--- src/rtl/uart_tx_pkg.sv ---
// Shared constants and types for the memory-mapped UART transmitter.
package uart_tx_pkg;

  localparam logic [1:0] UART_TXDATA = 2'd0;
  localparam logic [1:0] UART_STATUS = 2'd1;
  localparam logic [1:0] UART_BAUD   = 2'd2;
  localparam logic [1:0] UART_CTRL   = 2'd3;

  localparam int STAT_FULL    = 0;
  localparam int STAT_EMPTY   = 1;
  localparam int STAT_BUSY    = 2;
  localparam int STAT_OVF     = 3;
  localparam int STAT_LVL_LSB = 8;

  localparam int CTRL_TX_EN  = 0;
  localparam int CTRL_IRQ_EN = 1;

  typedef enum logic [1:0] {TX_IDLE, TX_START, TX_DATA, TX_STOP} tx_state_e;

  typedef struct packed {
    logic        rd;
    logic        wr;
    logic [1:0]  sel;
    logic [3:0]  be;
    logic [31:0] wdata;
  } uart_bus_req_t;

endpackage

--- src/rtl/uart_tx_fifo.sv ---
// Synchronous FIFO; a pop on a full FIFO frees the slot for a same-cycle push.
module uart_tx_fifo #(
  parameter int Width = 8,
  parameter int Depth = 8
) (
  input  logic                     clk_sys,
  input  logic                     rst_sys_n,
  input  logic                     i_push,
  input  logic                     i_pop,
  input  logic [Width-1:0]         i_wdata,
  output logic [Width-1:0]         o_rdata,
  output logic                     o_full,
  output logic                     o_empty,
  output logic [$clog2(Depth):0]   o_level
);

  localparam int AW = $clog2(Depth);

  logic [Width-1:0] r_mem [Depth];
  logic [AW-1:0]    r_wptr, r_rptr;
  logic [AW:0]      r_level;
  logic             w_push, w_pop;

  assign o_full  = (r_level == (AW+1)'(Depth));
  assign o_empty = (r_level == '0);
  assign o_level = r_level;
  assign o_rdata = r_mem[r_rptr];

  assign w_pop  = i_pop & ~o_empty;
  assign w_push = i_push & (~o_full | w_pop);

  always_ff @(posedge clk_sys or negedge rst_sys_n) begin
    if (!rst_sys_n) begin
      r_wptr  <= '0;
      r_rptr  <= '0;
      r_level <= '0;
    end else begin
      if (w_push) r_wptr <= r_wptr + 1'b1;
      if (w_pop)  r_rptr <= r_rptr + 1'b1;
      case ({w_push, w_pop})
        2'b10:   r_level <= r_level + 1'b1;
        2'b01:   r_level <= r_level - 1'b1;
        default: r_level <= r_level;
      endcase
    end
  end

  always_ff @(posedge clk_sys) begin
    if (w_push) r_mem[r_wptr] <= i_wdata;
  end

endmodule

--- src/rtl/uart_tx_periph.sv ---
// Bus-attached 8N1 UART transmitter with TX FIFO, STATUS/BAUD/CTRL registers.
// Optional macro UART_TX_IRQ_EN adds a registered transmit-complete irq_o.
module uart_tx_periph
  import uart_tx_pkg::*;
#(
  parameter int          FifoDepth    = 8,
  parameter logic [15:0] BaudDivReset = 16'd868
) (
  input  logic        clk_sys,
  input  logic        rst_sys_n,
  input  logic        req_i,
  input  logic        we_i,
  input  logic [3:0]  be_i,
  input  logic [31:0] addr_i,
  input  logic [31:0] wdata_i,
  output logic        gnt_o,
  output logic        rvalid_o,
  output logic [31:0] rdata_o,
  output logic        err_o,
`ifdef UART_TX_IRQ_EN
  output logic        irq_o,
`endif
  output logic        uart_tx_o
);

  localparam int LW = $clog2(FifoDepth) + 1;

  uart_bus_req_t w_req;
  logic          w_push_req, w_ovf_set, w_ovf_clr, w_pop, w_full, w_empty, w_busy;
  logic [7:0]    w_fifo_rdata;
  logic [LW-1:0] w_level;
  logic [31:0]   w_rdata;
  logic [15:0]   w_baud_eff, w_reload;
  logic          w_irq_en, w_tx, w_unused;

  logic          r_rvalid, r_err, r_ovf, r_tx_en;
  logic [31:0]   r_rdata;
  logic [15:0]   r_baud;

  tx_state_e     r_state, w_state_n;
  logic [7:0]    r_shift, w_shift_n;
  logic [2:0]    r_bitcnt, w_bitcnt_n;
  logic [15:0]   r_baudcnt, w_baudcnt_n;

  assign w_req = '{rd: req_i & ~we_i, wr: req_i & we_i, sel: addr_i[3:2], be: be_i, wdata: wdata_i};
  assign w_unused = ^{addr_i[31:4], addr_i[1:0], be_i[3:2], wdata_i[31:16]};

  assign gnt_o    = req_i;
  assign rvalid_o = r_rvalid;
  assign rdata_o  = r_rdata;
  assign err_o    = r_err;

  assign w_push_req = w_req.wr & (w_req.sel == UART_TXDATA) & w_req.be[0];
  assign w_ovf_set  = w_push_req & w_full & ~w_pop;
  assign w_ovf_clr  = w_req.wr & (w_req.sel == UART_STATUS) & w_req.be[0] & w_req.wdata[STAT_OVF];

  uart_tx_fifo #(.Width(8), .Depth(FifoDepth)) u_fifo (
    .clk_sys   (clk_sys),
    .rst_sys_n (rst_sys_n),
    .i_push    (w_push_req),
    .i_pop     (w_pop),
    .i_wdata   (w_req.wdata[7:0]),
    .o_rdata   (w_fifo_rdata),
    .o_full    (w_full),
    .o_empty   (w_empty),
    .o_level   (w_level)
  );

  always_ff @(posedge clk_sys or negedge rst_sys_n) begin
    if (!rst_sys_n) begin
      r_rvalid <= 1'b0;
      r_rdata  <= '0;
      r_err    <= 1'b0;
      r_ovf    <= 1'b0;
      r_baud   <= BaudDivReset;
      r_tx_en  <= 1'b0;
    end else begin
      r_rvalid <= req_i;
      r_rdata  <= w_req.rd ? w_rdata : '0;
      r_err    <= 1'b0;
      if (w_ovf_set)      r_ovf <= 1'b1;
      else if (w_ovf_clr) r_ovf <= 1'b0;
      if (w_req.wr && w_req.sel == UART_BAUD) begin
        if (w_req.be[0]) r_baud[7:0]  <= w_req.wdata[7:0];
        if (w_req.be[1]) r_baud[15:8] <= w_req.wdata[15:8];
      end
      if (w_req.wr && w_req.sel == UART_CTRL && w_req.be[0])
        r_tx_en <= w_req.wdata[CTRL_TX_EN];
    end
  end

`ifdef UART_TX_IRQ_EN
  logic r_irq_en, r_irq;
  always_ff @(posedge clk_sys or negedge rst_sys_n) begin
    if (!rst_sys_n) begin
      r_irq_en <= 1'b0;
      r_irq    <= 1'b0;
    end else begin
      if (w_req.wr && w_req.sel == UART_CTRL && w_req.be[0])
        r_irq_en <= w_req.wdata[CTRL_IRQ_EN];
      r_irq <= r_irq_en & w_empty & ~w_busy;
    end
  end
  assign w_irq_en = r_irq_en;
  assign irq_o    = r_irq;
`else
  assign w_irq_en = 1'b0;
`endif

  always_comb begin
    w_rdata = '0;
    case (w_req.sel)
      UART_STATUS: begin
        w_rdata[STAT_FULL]                      = w_full;
        w_rdata[STAT_EMPTY]                     = w_empty;
        w_rdata[STAT_BUSY]                      = w_busy;
        w_rdata[STAT_OVF]                       = r_ovf;
        w_rdata[STAT_LVL_LSB +: 8]              = 8'(w_level);
      end
      UART_BAUD:   w_rdata[15:0] = r_baud;
      UART_CTRL: begin
        w_rdata[CTRL_TX_EN]  = r_tx_en;
        w_rdata[CTRL_IRQ_EN] = w_irq_en;
      end
      default:     w_rdata = '0;
    endcase
  end

  // Zero divider is treated as one cycle per bit; counter counts down to 0.
  assign w_baud_eff = (r_baud == '0) ? 16'd1 : r_baud;
  assign w_reload   = w_baud_eff - 16'd1;
  assign w_busy     = (r_state != TX_IDLE);
  assign uart_tx_o  = w_tx;

  always_ff @(posedge clk_sys or negedge rst_sys_n) begin
    if (!rst_sys_n) begin
      r_state   <= TX_IDLE;
      r_shift   <= '0;
      r_bitcnt  <= '0;
      r_baudcnt <= '0;
    end else begin
      r_state   <= w_state_n;
      r_shift   <= w_shift_n;
      r_bitcnt  <= w_bitcnt_n;
      r_baudcnt <= w_baudcnt_n;
    end
  end

  always_comb begin
    w_state_n   = r_state;
    w_shift_n   = r_shift;
    w_bitcnt_n  = r_bitcnt;
    w_baudcnt_n = r_baudcnt;
    w_pop       = 1'b0;
    w_tx        = 1'b1;
    case (r_state)
      TX_IDLE: begin
        if (r_tx_en && !w_empty) begin
          w_pop       = 1'b1;
          w_shift_n   = w_fifo_rdata;
          w_baudcnt_n = w_reload;
          w_state_n   = TX_START;
        end
      end
      TX_START: begin
        w_tx = 1'b0;
        if (r_baudcnt == '0) begin
          w_baudcnt_n = w_reload;
          w_bitcnt_n  = '0;
          w_state_n   = TX_DATA;
        end else w_baudcnt_n = r_baudcnt - 16'd1;
      end
      TX_DATA: begin
        w_tx = r_shift[0];
        if (r_baudcnt == '0) begin
          w_baudcnt_n = w_reload;
          w_shift_n   = r_shift >> 1;
          if (r_bitcnt == 3'd7) w_state_n = TX_STOP;
          else                  w_bitcnt_n = r_bitcnt + 3'd1;
        end else w_baudcnt_n = r_baudcnt - 16'd1;
      end
      TX_STOP: begin
        if (r_baudcnt == '0) w_state_n = TX_IDLE;
        else                 w_baudcnt_n = r_baudcnt - 16'd1;
      end
      default: w_state_n = TX_IDLE;
    endcase
  end

endmodule

--- config.mk ---
export PLATFORM = sky130hd
export DESIGN_NAME = uart_tx_periph
export DESIGN_NICKNAME = d
export VERILOG_FILES = /design/src/rtl/uart_tx_pkg.sv /design/src/rtl/uart_tx_fifo.sv /design/src/rtl/uart_tx_periph.sv
export SDC_FILE = /design/constraint.sdc
export NUM_CORES = 1
export LEC_CHECK = 0
export BUFFER_PORTS_ARGS = -buffer_cell sky130_fd_sc_hd__buf_2
export CAP_MARGIN = 20
export CORE_AREA = 2 2 141 143
export DETAILED_ROUTE_END_ITERATION = 8
export DIE_AREA = 0 0 143 145
export MAX_ROUTING_LAYER = met4
export PLACE_DENSITY = 0.55
export SLEW_MARGIN = 20
export SYNTH_ARGS = -nofsm -noshare
export SYNTH_HDL_FRONTEND = slang
export SYNTH_SLANG_ARGS = --single-unit
--- constraint.sdc ---
create_clock -name clk_sys -period 3.25 [get_ports clk_sys]
set_input_delay 0.65 -clock clk_sys [delete_from_list [all_inputs] [get_ports clk_sys]]
set_output_delay 0.65 -clock clk_sys [all_outputs]
set_load 0.01 [all_outputs]
### Word-level counts from Yosys, hierarchy flattened

Memories as Yosys holds them, arrays and structs flattened.
Cells that the tools add are included.

| storage, ports and cells | value |
|---|---|
| bits in registers | 74 |
| latch bits | 0 |
| memory bits (writable) | 64 |
| bits in read-only memories | 0 |
| bits of input ports | 72 |
| output and inout bits | 36 |
| logic and storage cells | 107 |
| memories | 1 |

Memory list:

| memory | words | bits a word | rd ports | clocked after Yosys merged registers in | wr ports | RTL line | RTL |
|---|---|---|---|---|---|---|---|
| u_fifo.r_mem | 8 | 8 | 1 | 0 | 1 | uart_tx_fifo.sv:19 | `logic [Width-1:0] r_mem [Depth];` |

| operators by class | value |
|---|---|
| $add $sub $neg | 7 |
| $mul | 0 |
| divide/modulo/power cells | 0 |
| magnitude comparators | 0 |
| equality and inequality tests | 17 |
| shifts and indexed selects | 0 |
| mux-type cells | 31 |
| bitwise gates (word level) | 16 |
| reductions and logical operators | 22 |

Operator list:

| operator | number |
|---|---|
| $mux 16 | 5 |
| $pmux 16 s3 | 1 |
| $logic_not 16->1 | 2 |
| $pmux 8 s2 | 2 |
| $sub 16x1->16 const B | 2 |
| $mux 8 | 2 |
| $ne 2x2->1 const B | 7 |
| $and 1x1->1 | 11 |
| $eq 2x2->1 const B | 5 |
| $mux 2 | 5 |
| $reduce_bool 2->1 | 5 |
| $add 3x1->3 const B | 3 |
| $mux 3 | 3 |
| $pmux 2 s4 | 1 |
| $pmux 4 s2 | 1 |
| $eq 2x1->1 const B | 3 |
| $mux 1 | 6 |
| $pmux 2 s3 | 1 |
| $pmux 3 s2 | 1 |
| $reduce_and 2->1 | 3 |
| $reduce_and 5->1 | 1 |
| $add 4x1->4 const B | 1 |
| $eq 4x4->1 const B | 1 |
| $logic_and 1x1->1 | 4 |
| 13 further kinds | 17 |

### Depth between registers and ports, before layout

Gate-level depths: netlist of the first run.

| logic depth | value |
|---|---|
| word-level depth | 10 |
| mapped depth | 12 |
| mapped depth without buffers | 12 |

### Cells and area by module

From an unflattened synthesis of the first run, not the netlist that was laid out.

| unflattened totals | value |
|---|---|
| cells, all modules | 505 |
| area, all modules | 6890.4 um^2 |

Modules (own cells, without submodules):

| module | instances | cells each | area each (um^2) | seq. area each (um^2) |
|---|---|---|---|---|
| uart_tx_periph | 1 | 343 | 3739.8 | 1607.8 |
| uart_tx_fifo | 1 | 162 | 3150.5 | 2172.1 |

### Worst setup path after synthesis of the first run

OpenSTA, ideal clock, no wires.

| timing path | value |
|---|---|
| path type | input to register |
| from | in addr_i[2] |
| to | mem u_fifo.r_mem[4][0], enable pin |
| setup time | 398 ps |
| arrival time | 2250 ps |
| data required time | 2852 ps |
| slack | 602 ps |
| stages | 5 |
| path buffers | 0 |
| cells stage by stage | inv_1 ha_1 nand4_1 a31o_2 nor4b_1 |

| between the ends | value |
|---|---|
| word-level cells in the longest chain between the ends | 6 |

RTL lines:

| item | RTL line | RTL |
|---|---|---|
| start: declaration | uart_tx_periph.sv:14 | `input logic [31:0] addr_i,` |
| $logic_not 2->1 | uart_tx_periph.sv:53 | `assign w_push_req = w_req.wr & (w_req.sel == UART_TXDATA) & w_req.be[0];` |
| $and 1x1->1 (2 in a row) | uart_tx_periph.sv:53 |  |
| $and 1x1->1 | uart_tx_fifo.sv:30 | `assign w_push = i_push & (~o_full \| w_pop);` |
| $mux 1 | uart_tx_fifo.sv:49 | `if (w_push) r_mem[r_wptr] <= i_wdata;` |
| $mux 1 (implied by the code) | uart_tx_fifo.sv:49 |  |
| end: declaration | uart_tx_fifo.sv:19 |  |

No other way between the ends.

### Worst setup path in the final report of the first run

| timing path | value |
|---|---|
| from | reg r_state[0] |
| to | out uart_tx_o |

| between the ends | value |
|---|---|
| word-level cells in the longest chain between the ends | 2 |
| elaborated cells on any way between the ends | 3 |
| those cells by class | 2 x eq/ne; 1 x mux |

RTL lines:

| item | RTL line | RTL |
|---|---|---|
| start: declaration | uart_tx_periph.sv:40 | `tx_state_e r_state, w_state_n;` |
| start signal: assignment | uart_tx_periph.sv:142 | `r_state <= w_state_n;` |
| $eq 2x2->1 / $eq 2x1->1 (equally long branches) | uart_tx_periph.sv:156 | `case (r_state)` |
| $pmux 1 s2 (*) | uart_tx_periph.sv:156 |  |
| end: declaration | uart_tx_periph.sv:23 | `output logic uart_tx_o` |

Every way passes the cells marked *; elsewhere a longest branch is shown, timed or not.

==> results of run 1 <==
cell families (layout without fill, tap and decap cells):
| family | count (synthesis) | count (layout) | synth area share, % |
|---|---|---|---|
| compound gates | 100 | 100 | 10.9 |
| other cells | 1 | 17 | 0.0565 |
| simple gates | 121 | 121 | 10.2 |
| fa+ha+maj | 19 | 19 | 3.70 |
| mux | 53 | 53 | 11.5 |
| buf+inv | 58 | 106 | 4.55 |
| xor+xnor | 16 | 16 | 2.11 |
| flops | 138 | 138 | 57.0 |
area by class of cell:
class,instances,area (µm²)
Tap cell,265,332
Inverter,17,63.8
Multi-Input combinational cell,326,2620
Clock inverter,15,201
Clock buffer,17,425
Fill cell,1829,11500
Timing Repair Buffer,57,325
Sequential cell,138,3780
flip-flops by register name, summed over array words and instances, names as in the netlist:
register	flops
rvalid_o	1
u_fifo.o_level	4
r_state	2
u_fifo.r_mem	64
rdata_o	16
r_baudcnt	16
r_bitcnt	3
u_fifo.r_rptr	3
r_ovf	1
r_tx_en	1
u_fifo.r_wptr	3
r_baud	16
r_shift	8
stage by stage:
stage / total power [mW] / hold WS (ns) / instances / utilization [%]
after global placement: 4.71 / 0.474 / 803 / 37.1
after global routing: 7.19 / 0.393 / 835 / 40.3
after CTS: 6.82 / 0.377 / 835 / 40.3
after detailed placement: 4.77 / 0.496 / 803 / 37.1
after floorplan: 4.21 / 0.354 / 522 / -
final: 6.77 / 0.363 / 835 / 40.3
report_power, final:
group          switching [mW]  leakage (nW)  internal (mW)
Sequential              0.421          1.51           2.12
Clock                   0.855         0.308           1.18
Combinational            1.16          1.28           1.04
Total                    2.43          3.10           4.34
worst reg2reg max path: stages, from the launching register on:
cell and delay [ns]:
dfstp_2 0.60, nor3_1 0.12, and3_1 0.25, a31oi_1 0.24, ha_1 0.22, nor3b_1 0.19
buf_4 0.17, nand2_1 0.08, or3_1 0.34, xor2_1 0.19, o211ai_1 0.10
per-layer routing:
metal | vias to the layer above | wire (µm) | part of all wire (%) | global-route usage [%]
met3 | 22 | 490 | 3.4 | 2.94
li1 | 1998 | - | - | -
met5 | - | 0 | 0 | -
met2 | 84 | 6990 | 49 | 22.8
met4 | 0 | 280 | 2.0 | 5.89
met1 | 2191 | 6470 | 45 | 19.9
worst max path at each step:
| stage | startpoint | endpoint | slack (ns) | cells past startpoint |
|---|---|---|---|---|
| 2_1_floorplan | addr_i[2] | u_fifo.r_mem[4][0]$_DFFE_PP_ | 0.60 | 5 |
| 3_3_place_gp | r_baud[9]$_DFFE_PN1P_ | r_baudcnt[10]$_DFFE_PN0P_ | 0.66 | 10 |
| 3_5_place_dp | r_baud[9]$_DFFE_PN1P_ | r_baudcnt[10]$_DFFE_PN0P_ | 0.65 | 10 |
| 4_1_cts | r_state[0]$_DFFE_PN0P_ | uart_tx_o | 0.48 | 5 |
| 5_1_grt | r_state[0]$_DFFE_PN0P_ | uart_tx_o | 0.36 | 5 |
| 6_report | r_state[0]$_DFFE_PN0P_ | uart_tx_o | 0.52 | 5 |
placed cells by master, fill, tap and decap left out, types with 15 or more instances in the layout:
cell and instances:
dfrtp_1 69, nand2_1 29, ha_1 18, nor2_1 24
buf_4 16, nor3_1 15, clkbuf_16 17, edfxtp_1 64
mux2_2 28, conb_1 17, buf_2 41, o21ai_0 23
mux4_2 16, inv_1 17
==> out/results.tsv, run 1 <==
stage	metric	value	unit
run_status	status	completed	
flow_run	maxCapViolCount	0	
timing	setup_viol	0	
synth	ys.flop_type	dfrtp_1	
cells_and_area	finalInstanceArea	7740	µm²
clock_tree	cts_tree	done	
synth	synth_top_area_cell	edfxtp_1	
placed_design	place_congestion	0.783	
global_route	grt_first_pass_wirelength	23400	µm
cells_and_area	n_antenna_cell	0	
timing	max_slew_margin	37.2	%
clock_tree	postCtsSetupBuffers	0	
global_route	grt-ovfl-total	0	
synth	syn_area	6630	µm²
timing	rsz0062_at_grt	false	
routing	first_iter_violations	307	
routing	dr.pass1.iters	4	
placed_design	dp_worst_setup_slack	0.646	ns
synth	synth_common_cells	dfrtp_1 (69), edfxtp_1 (64), nand2_1 (29)	
setup_path	setup.worst_path.class	flop to output pin	
routing	drcViolationCount	0	
clock_tree	h-tree-depth	4	
clock_tree	cts-root-buf	clkbuf_16	
setup_path	critPathRequiredTime	2.60	ns
synth	yosysSeqAreaShare	57.0	%
synth	synthTopCellsByArea	edfxtp_1 (29%), dfrtp_1 (26%), mux4_2 (5.4%)	
global_route	grt_max_degree	75	
global_route	grt_pass1_vias	4360	
setup_path	critical_path_arrival	2.08	ns
synth	synthCells	506	
synth	synth-seq-cells	138	
timing	slew_viol_final	0	
clock_tree	cts.sinks	138	
routing	detail-route-antenna-nets	0	
timing	fin_crit	2.73	ns
setup_path	slowest_stage	ha_1	
setup_path	start_kind	flop	
timing	hold_viol	0	
floorplanning	die_w	143	µm
power_and_ir_drop	cellPowerDensity	874	nW/µm²
cells_and_area	nets	648	
routing	vias	4295	
cells_and_area	area_growth_syn_to_layout	16.8	%
routing	wirelength	14200	µm
synth	async_flop_share	53.6	%
timing	worst_pin_slew	0.943	ns
synth	avgSynthCellArea	13.1	µm²
floorplanning	start_util	34.5	%
global_route	grt_antenna_before_repair	0	
setup_path	cp_top_family	adder cells	
clock_tree	ctsResizeCount	0	
placed_design	post-dp-hpwl	9780	µm
power_and_ir_drop	ir_drop	0.000476	V
setup_path	cp-end-kind	output pin	
min_path	min_path_type	primary input to asynchronous set/reset pin	
timing	fin_ws	0.518	ns
timing	fin_setup_tns	0	ns
placed_design	port_buffers	42	
setup_path	r2r-start	r_baud[9]$_DFFE_PN1P_	
placed_design	place_area	7120	µm²
synth	synth_top_area_share	29.0	%
power_and_ir_drop	p_leak	3.10	nW
routing	via_per_inst	5.14	
setup_path	slowest_delay	0.70	ns
timing	worst_clock_skew	0.00763	ns
synth	synth.most_common_cell	dfrtp_1	
clock_tree	clk_pin_slew_worst_paths	0.07	ns
setup_path	r2r_end	r_baudcnt[10]$_DFFE_PN0P_	
clock_tree	clk_latency	0.43	ns
setup_path	path_buf_inv	2	
cells_and_area	layout-drive-gt1-share	27.7	%
floorplanning	die_y	145	µm
synth	synthDistinctLibCells	71	
floorplanning	dieArea	20700	µm²
synth	yosysWarnings	0	
setup_path	path_cells	inv_1, ha_1, nand2_1, o21ai_0, buf_2	
timing	fin_crit_sh	84.1	%
setup_path	path_max_fanout	26	
floorplanning	design.portCount	108	
clock_tree	clockBufferDepth	2	
timing	fmax	366	MHz
global_route	grt_use_total	15.0	%
clock_tree	cts_buffers	17	
floorplanning	row_count	51	
setup_path	reg2reg_slack	0.62	ns
synth	synth-edff-count	64	
floorplanning	core_area	19200	µm²
setup_path	r2r_cells	10	
clock_tree	hold_buffers	0	
routing	wl_per_cell	17.1	µm
(Power assumes the default switching activity.)
==> inputs of run 2 (changes only) <==
--- a/config.mk
+++ b/config.mk
@@ -11,7 +11,7 @@
 export DETAILED_ROUTE_END_ITERATION = 8
 export DIE_AREA = 0 0 143 145
 export MAX_ROUTING_LAYER = met4
-export PLACE_DENSITY = 0.55
+export PLACE_DENSITY = 0.57
 export SLEW_MARGIN = 20
 export SYNTH_ARGS = -nofsm -noshare
 export SYNTH_HDL_FRONTEND = slang
==> constraint.sdc (replaced) <==
create_clock -name clk_sys -period 2.3 [get_ports clk_sys]
set_input_delay 0.46 -clock clk_sys [delete_from_list [all_inputs] [get_ports clk_sys]]
set_output_delay 0.46 -clock clk_sys [all_outputs]
set_load 0.01 [all_outputs]
==> run 2 against run 1 <==
  * Sequential share of layout area is 2.8 points lower
  * Register-to-register slack got worse by 0.53 ns
  * Combinational power grew 73%
  * First-iteration DRC count grew 4.6%
  * Routed wire length rose by 2.6%
  * Non-clock buffer count increased by 47
  * Sequential power grew 35%
  * Critical path type is now flop to flop
  * Critical endpoint is now r_baudcnt[14]$_DFFE_PN0P_
==> out/results.tsv, run 2 (synthesized netlist as in run 1, its figures left out) <==
stage	metric	value	unit
run_status	status	completed	
setup_path	path_max_fanout	4	
flow_run	maxCapViolCount	0	
clock_tree	cts.sinks	138	
routing	wl_met2	7400	µm
cells_and_area	n_antenna_cell	0	
setup_path	r2r_end	r_baudcnt[14]$_DFFE_PN0P_	
floorplanning	die_y	145	µm
floorplanning	die_w	143	µm
floorplanning	start_util	34.5	%
routing	via_per_inst	5.07	
timing	setup_viol	0	
clock_tree	cts-root-buf	clkbuf_16	
clock_tree	h-tree-depth	4	
floorplanning	row_count	51	
routing	route.layer.met1.wl	6530	µm
setup_path	path_cells	nor3_2, and3_1, a31oi_2, ha_2, nor3b_4, buf_4, nand4_1, xnor2_2, a32oi_1, o21ai_0	
global_route	grt-ovfl-total	0	
setup_path	critPathRequiredTime	2.60	ns
timing	fin_crit	2.21	ns
timing	fin_crit_sh	95.9	%
cells_and_area	area_growth_syn_to_layout	23.9	%
cells_and_area	layout-drive-gt1-share	36.8	%
timing	max_slew_margin	43.0	%
setup_path	crit_end	r_baudcnt[14]$_DFFE_PN0P_	
setup_path	r2r-start	r_baud[8]$_DFFE_PN1P_	
timing	worst_pin_slew	0.855	ns
global_route	grt_antenna_before_repair	0	
routing	wl_met3	474	µm
floorplanning	dieArea	20700	µm²
setup_path	slowest_stage	dfstp_2	
setup_path	r2r_cells	10	
clock_tree	hold_buffers	0	
power_and_ir_drop	p_leak	3.34	nW
routing	highest_layer	met4	
global_route	grt_max_degree	75	
setup_path	cp-end-kind	flop	
cells_and_area	layout_common_cells	dfrtp_1 (69), edfxtp_1 (64), buf_4 (60)	
global_route	grt_first_pass_wirelength	23600	µm
setup_path	start_kind	flop	
setup_path	path_buf_inv	1	
power_and_ir_drop	cellPowerDensity	1220	nW/µm²
timing	slew_viol_final	0	
routing	drcViolationCount	0	
routing	detail-route-antenna-nets	0	
timing	fin_setup_tns	0	ns
floorplanning	core_area	19200	µm²
setup_path	slowest_delay	0.54	ns
setup_path	setup.worst_path.class	flop to flop	
routing	first_iter_violations	321	
min_path	min_path_type	primary input to asynchronous set/reset pin	
timing	worst_clock_skew	0.0116	ns
global_route	grt_use_total	15.1	%
global_route	grt_pass1_vias	4507	
timing	fmax	453	MHz
routing	wirelength	14600	µm
clock_tree	clk_latency	0.42	ns
setup_path	cp_top_family	simple AND/OR/NAND/NOR gates	
cells_and_area	largest_reg_flops	64	
timing	rsz0062_at_grt	true	
clock_tree	cts_tree	done	
power_and_ir_drop	ir_drop	0.000583	V
routing	dr.pass1.iters	4	
clock_tree	cts_buffers	17	
routing	vias	4468	
timing	hold_viol	0	
clock_tree	clockBufferDepth	2	
routing	wl_per_cell	16.6	µm
setup_path	cp.depth	10	
cells_and_area	nets	695	
setup_path	critPathLaunch	r_baud[8]$_DFFE_PN1P_	
cells_and_area	layout_commonest_cell	dfrtp_1	
cells_and_area	largest-register	u_fifo.r_mem	
setup_path	reg2reg_slack	0.09	ns
placed_design	post-dp-hpwl	10400	µm
clock_tree	clk_pin_slew_worst_paths	0.06	ns
placed_design	port_buffers	42	
setup_path	critical_path_arrival	2.51	ns
placed_design	place_congestion	0.828	
floorplanning	design.portCount	108	
cells_and_area	final_core_util	42.8	%
-- run 2: per-stage QoR --
stage,area (µm²),worst slack [ns],hold WS [ns],cells,power (mW)
global placement,7490,0.0229,0.467,847,7.04
detailed placement,7490,-0.0142,0.479,847,7.14
CTS,8100,0.0322,0.0748,879,9.94
finish,8220,0.0941,0.0576,882,10.0
global route,8220,-0.0339,0.0812,882,10.6
floorplan,6720,-0.0900,0.164,522,5.96
-- run 2: per-layer routing --
layer / global-route usage, % / up-vias
met1: 19.2 / 2273
met4: 5.10 / 0
met3: 3.20 / 17
met5: - / -
li1: - / 2083
met2: 24.1 / 95
-- run 2: what timing repair did --
action / 4_1_cts / 5_1_grt
pin swaps: 0 / 3
endpoints found under the setup margin: 9 / 63
buffers inserted: 0 / 3
hold endpoints to repair: 0 / 0
resized for setup: 1 / 21
-- run 2: final cells by class --
class / count / area [µm²]
Tap cell: 265 / 332
Inverter: 17 / 63.8
Sequential cell: 138 / 3780
Multi-Input combinational cell: 326 / 2740
Clock inverter: 15 / 183
Clock buffer: 17 / 425
Timing Repair Buffer: 104 / 701
Fill cell: 1798 / 11000
-- run 2: power breakdown --
| group | internal [mW] | switching [mW] | leakage, nW |
|---|---|---|---|
| clock network | 1.64 | 1.13 | 0.293 |
| registers | 3.00 | 0.442 | 1.51 |
| logic | 1.85 | 1.95 | 1.54 |
-- run 2: worst min-delay path by stage --
stage / from / slack [ns] / to / cells after the start
floorplan: rst_sys_n / 0.16 / r_baud[0]$_DFFE_PN0P_ / 0
global placement: r_ovf$_DFFE_PN0P_ / 0.47 / r_ovf$_DFFE_PN0P_ / 2
detailed placement: r_baudcnt[12]$_DFFE_PN0P_ / 0.48 / r_baudcnt[12]$_DFFE_PN0P_ / 1
CTS: rst_sys_n / 0.07 / rvalid_o$_DFF_PN0_ / 2
global route: rst_sys_n / 0.08 / rdata_o[1]$_DFF_PN0_ / 2
finish: rst_sys_n / 0.06 / rvalid_o$_DFF_PN0_ / 2
==> inputs of run 3 (changes only) <==
--- a/config.mk
+++ b/config.mk
@@ -12,7 +12,9 @@
 export DIE_AREA = 0 0 143 145
 export MAX_ROUTING_LAYER = met4
 export PLACE_DENSITY = 0.57
+export SETUP_SLACK_MARGIN = 0.4
 export SLEW_MARGIN = 20
 export SYNTH_ARGS = -nofsm -noshare
 export SYNTH_HDL_FRONTEND = slang
 export SYNTH_SLANG_ARGS = --single-unit
+export TNS_END_PERCENT = 1
==> run 3 against run 2 <==
  * Worst hold slack better by 0.0048 ns
  * Global-route usage up 0.37 points
  * Flip-flop and latch count unchanged
  * Cell area up 0.11%
  * Die area unchanged
  * Critical endpoint is now r_baudcnt[7]$_DFFE_PN0P_
  * Sequential share of layout area about the same
  * Critical path depth down 4
  * Clock power down 7%
  * Cell count up 0.11%
  * First-iteration DRC count down 13%
  * Worst setup slack better by 0.028 ns
==> out/results.tsv, run 3 (synthesized netlist as in run 1, its figures left out) <==
stage	metric	value	unit
timing	fin_crit_sh	94.7	%
clock_tree	clk_pin_slew_worst_paths	0.06	ns
timing	fmax	459	MHz
routing	wl_per_cell	16.9	µm
global_route	grt_pass1_vias	4649	
global_route	grt_first_pass_wirelength	24400	µm
setup_path	path_cells	buf_4, or4_1, o41ai_1, o21ai_0, a32oi_1, o2bb2ai_1	
floorplanning	dieArea	20700	µm²
cells_and_area	largest_reg_flops	64	
setup_path	path_max_fanout	5	
placed_design	post-dp-hpwl	10500	µm
routing	first_iter_violations	280	
power_and_ir_drop	swShare	36.1	%
floorplanning	core_area	19200	µm²
timing	hold_viol	0	
timing	slew_viol_final	0	
floorplanning	die_w	143	µm
routing	via_per_inst	5.04	
floorplanning	row_count	51	
global_route	grt-ovfl-total	0	
cells_and_area	n_fill_cell	1753	
floorplanning	die_y	145	µm
cells_and_area	area_growth_syn_to_layout	24.1	%
routing	drcViolationCount	0	
power_and_ir_drop	power_frac_clock	25.8	%
clock_tree	clk_latency	0.42	ns
cells_and_area	layout-drive-gt1-share	36.9	%
clock_tree	clockBufferDepth	2	
routing	wirelength	14900	µm
setup_path	slowest_delay	0.58	ns
placed_design	port_buffers	42	
cells_and_area	layout_commonest_cell	dfrtp_1	
clock_tree	h-tree-depth	4	
routing	dr.pass1.iters	4	
timing	worst_clock_skew	0.0125	ns
placed_design	placed_cells	847	
routing	detail-route-antenna-nets	0	
global_route	grt_max_degree	75	
setup_path	cp_top_family	compound AO/OA/AOI/OAI gates	
timing	whs	0.0624	ns
power_and_ir_drop	net-switching-power	3.60	mW
clock_tree	cts-root-buf	clkbuf_16	
min_path	min_path_type	primary input to asynchronous set/reset pin	
cells_and_area	layout_common_cells	dfrtp_1 (67), edfxtp_1 (64), buf_4 (59)	
cells_and_area	nets	696	
setup_path	start_kind	flop	
flow_run	maxCapViolCount	0	
global_route	grt_antenna_before_repair	0	
power_and_ir_drop	power_frac_comb	39.9	%
timing	fin_crit	2.18	ns
setup_path	path_buf_inv	1	
power_and_ir_drop	p_leak	3.32	nW
power_and_ir_drop	p_int	6.37	mW
floorplanning	start_util	34.5	%
timing	rsz0062_at_grt	true	
clock_tree	cts_buffers	17	
cells_and_area	final_cells	883	
timing	worst_pin_slew	0.815	ns
cells_and_area	largest-register	u_fifo.r_mem	
clock_tree	cts.sinks	138	
power_and_ir_drop	ir_drop	0.000685	V
timing	setup_viol	0	
setup_path	setup.worst_path.class	flop to flop	
timing	max_slew_margin	45.7	%
power_and_ir_drop	cellPowerDensity	1210	nW/µm²
run_status	status	completed	
routing	vias	4454	
power_and_ir_drop	seqPwrFrac	34.3	%
global_route	grt_use_total	15.5	%
placed_design	place_congestion	0.870	
setup_path	slowest_stage	or4_1	
setup_path	cp-end-kind	flop	
clock_tree	cts_tree	done	
floorplanning	design.portCount	108	
setup_path	critical_path_arrival	2.48	ns
cells_and_area	n_antenna_cell	0	
setup_path	critPathRequiredTime	2.60	ns
==> run 3: layout make-up <==
class	instances	area (µm²)	share of cell area, %
well taps	265	332	4.03
repair buffers	105	724	8.80
flip-flops and latches	138	3780	46.0
inverters	17	63.8	0.776
clock buffers	17	425	5.17
multi-input cells	326	2770	33.6
clock inverters	15	135	1.64
==> run 3: metal layers <==
| layer | global-route usage, % | share of wire (%) | vias to the layer above |
|---|---|---|---|
| li1 | - | - | 2083 |
| met1 | 20.3 | 44 | 2268 |
| met2 | 24.0 | 50 | 85 |
| met3 | 3.40 | 3.9 | 18 |
| met4 | 5.05 | 1.4 | 0 |
| met5 | - | 0 | - |
==> run 3: final timing paths <==
check	startpoint	end	slack [ns]	cells past startpoint
min	rst_sys_n	rdata_o[9]$_DFF_PN0_	0.06	2
max in group asynchronous	rst_sys_n	r_baud[6]$_DFFE_PN1P_	1.88	2
min in group clk_sys	req_i	rvalid_o$_DFF_PN0_	0.24	1
min reg2reg	r_shift[5]$_DFFE_PN0P_	r_shift[5]$_DFFE_PN0P_	0.51	1
max	r_baud[1]$_DFFE_PN0P_	r_baudcnt[7]$_DFFE_PN0P_	0.12	6
max reg2reg	r_baud[1]$_DFFE_PN0P_	r_baudcnt[7]$_DFFE_PN0P_	0.12	6
==> run 3: power by group through the flow <==
stage	registers (mW)	clock network [mW]	logic, mW
after CTS	3.42	2.65	3.94
after global placement	3.40	0	3.64
after floorplan	3.33	0	2.62
final	3.42	2.58	3.98
after detailed placement	3.42	0	3.74
after global routing	3.48	2.76	4.37
==> run 3: per-stage QoR <==
stage	setup slack, ns	area [µm²]	setup TNS [ns]	utilization, %	power (mW)
2_1_floorplan	-0.0571	6710	-0.518	-	5.96
3_3_place_gp	0.0386	7480	0	38.9	7.04
3_5_place_dp	-0.0332	7480	-0.0945	38.9	7.16
4_1_cts	0.147	8200	0	42.7	10.0
5_1_grt	0.0439	8230	0	42.8	10.6
6_report	0.123	8230	0	42.8	9.97
==> run 3: worst register-to-register path: stages (launching register included) <==
cell and delay (ns):
dfrtp_1 0.41, buf_4 0.17, or4_1 0.58, o41ai_1 0.37, o21ai_0 0.26, a32oi_1 0.20, o2bb2ai_1 0.07
==> run 3: what timing repair did <==
action                                  CTS  global route
gates resized for setup                  25             6
gates cloned                              0             0
pin swaps                                 3             0
setup buffers                             4             0
endpoints found under the setup margin   96            97
hold buffers                              0             0
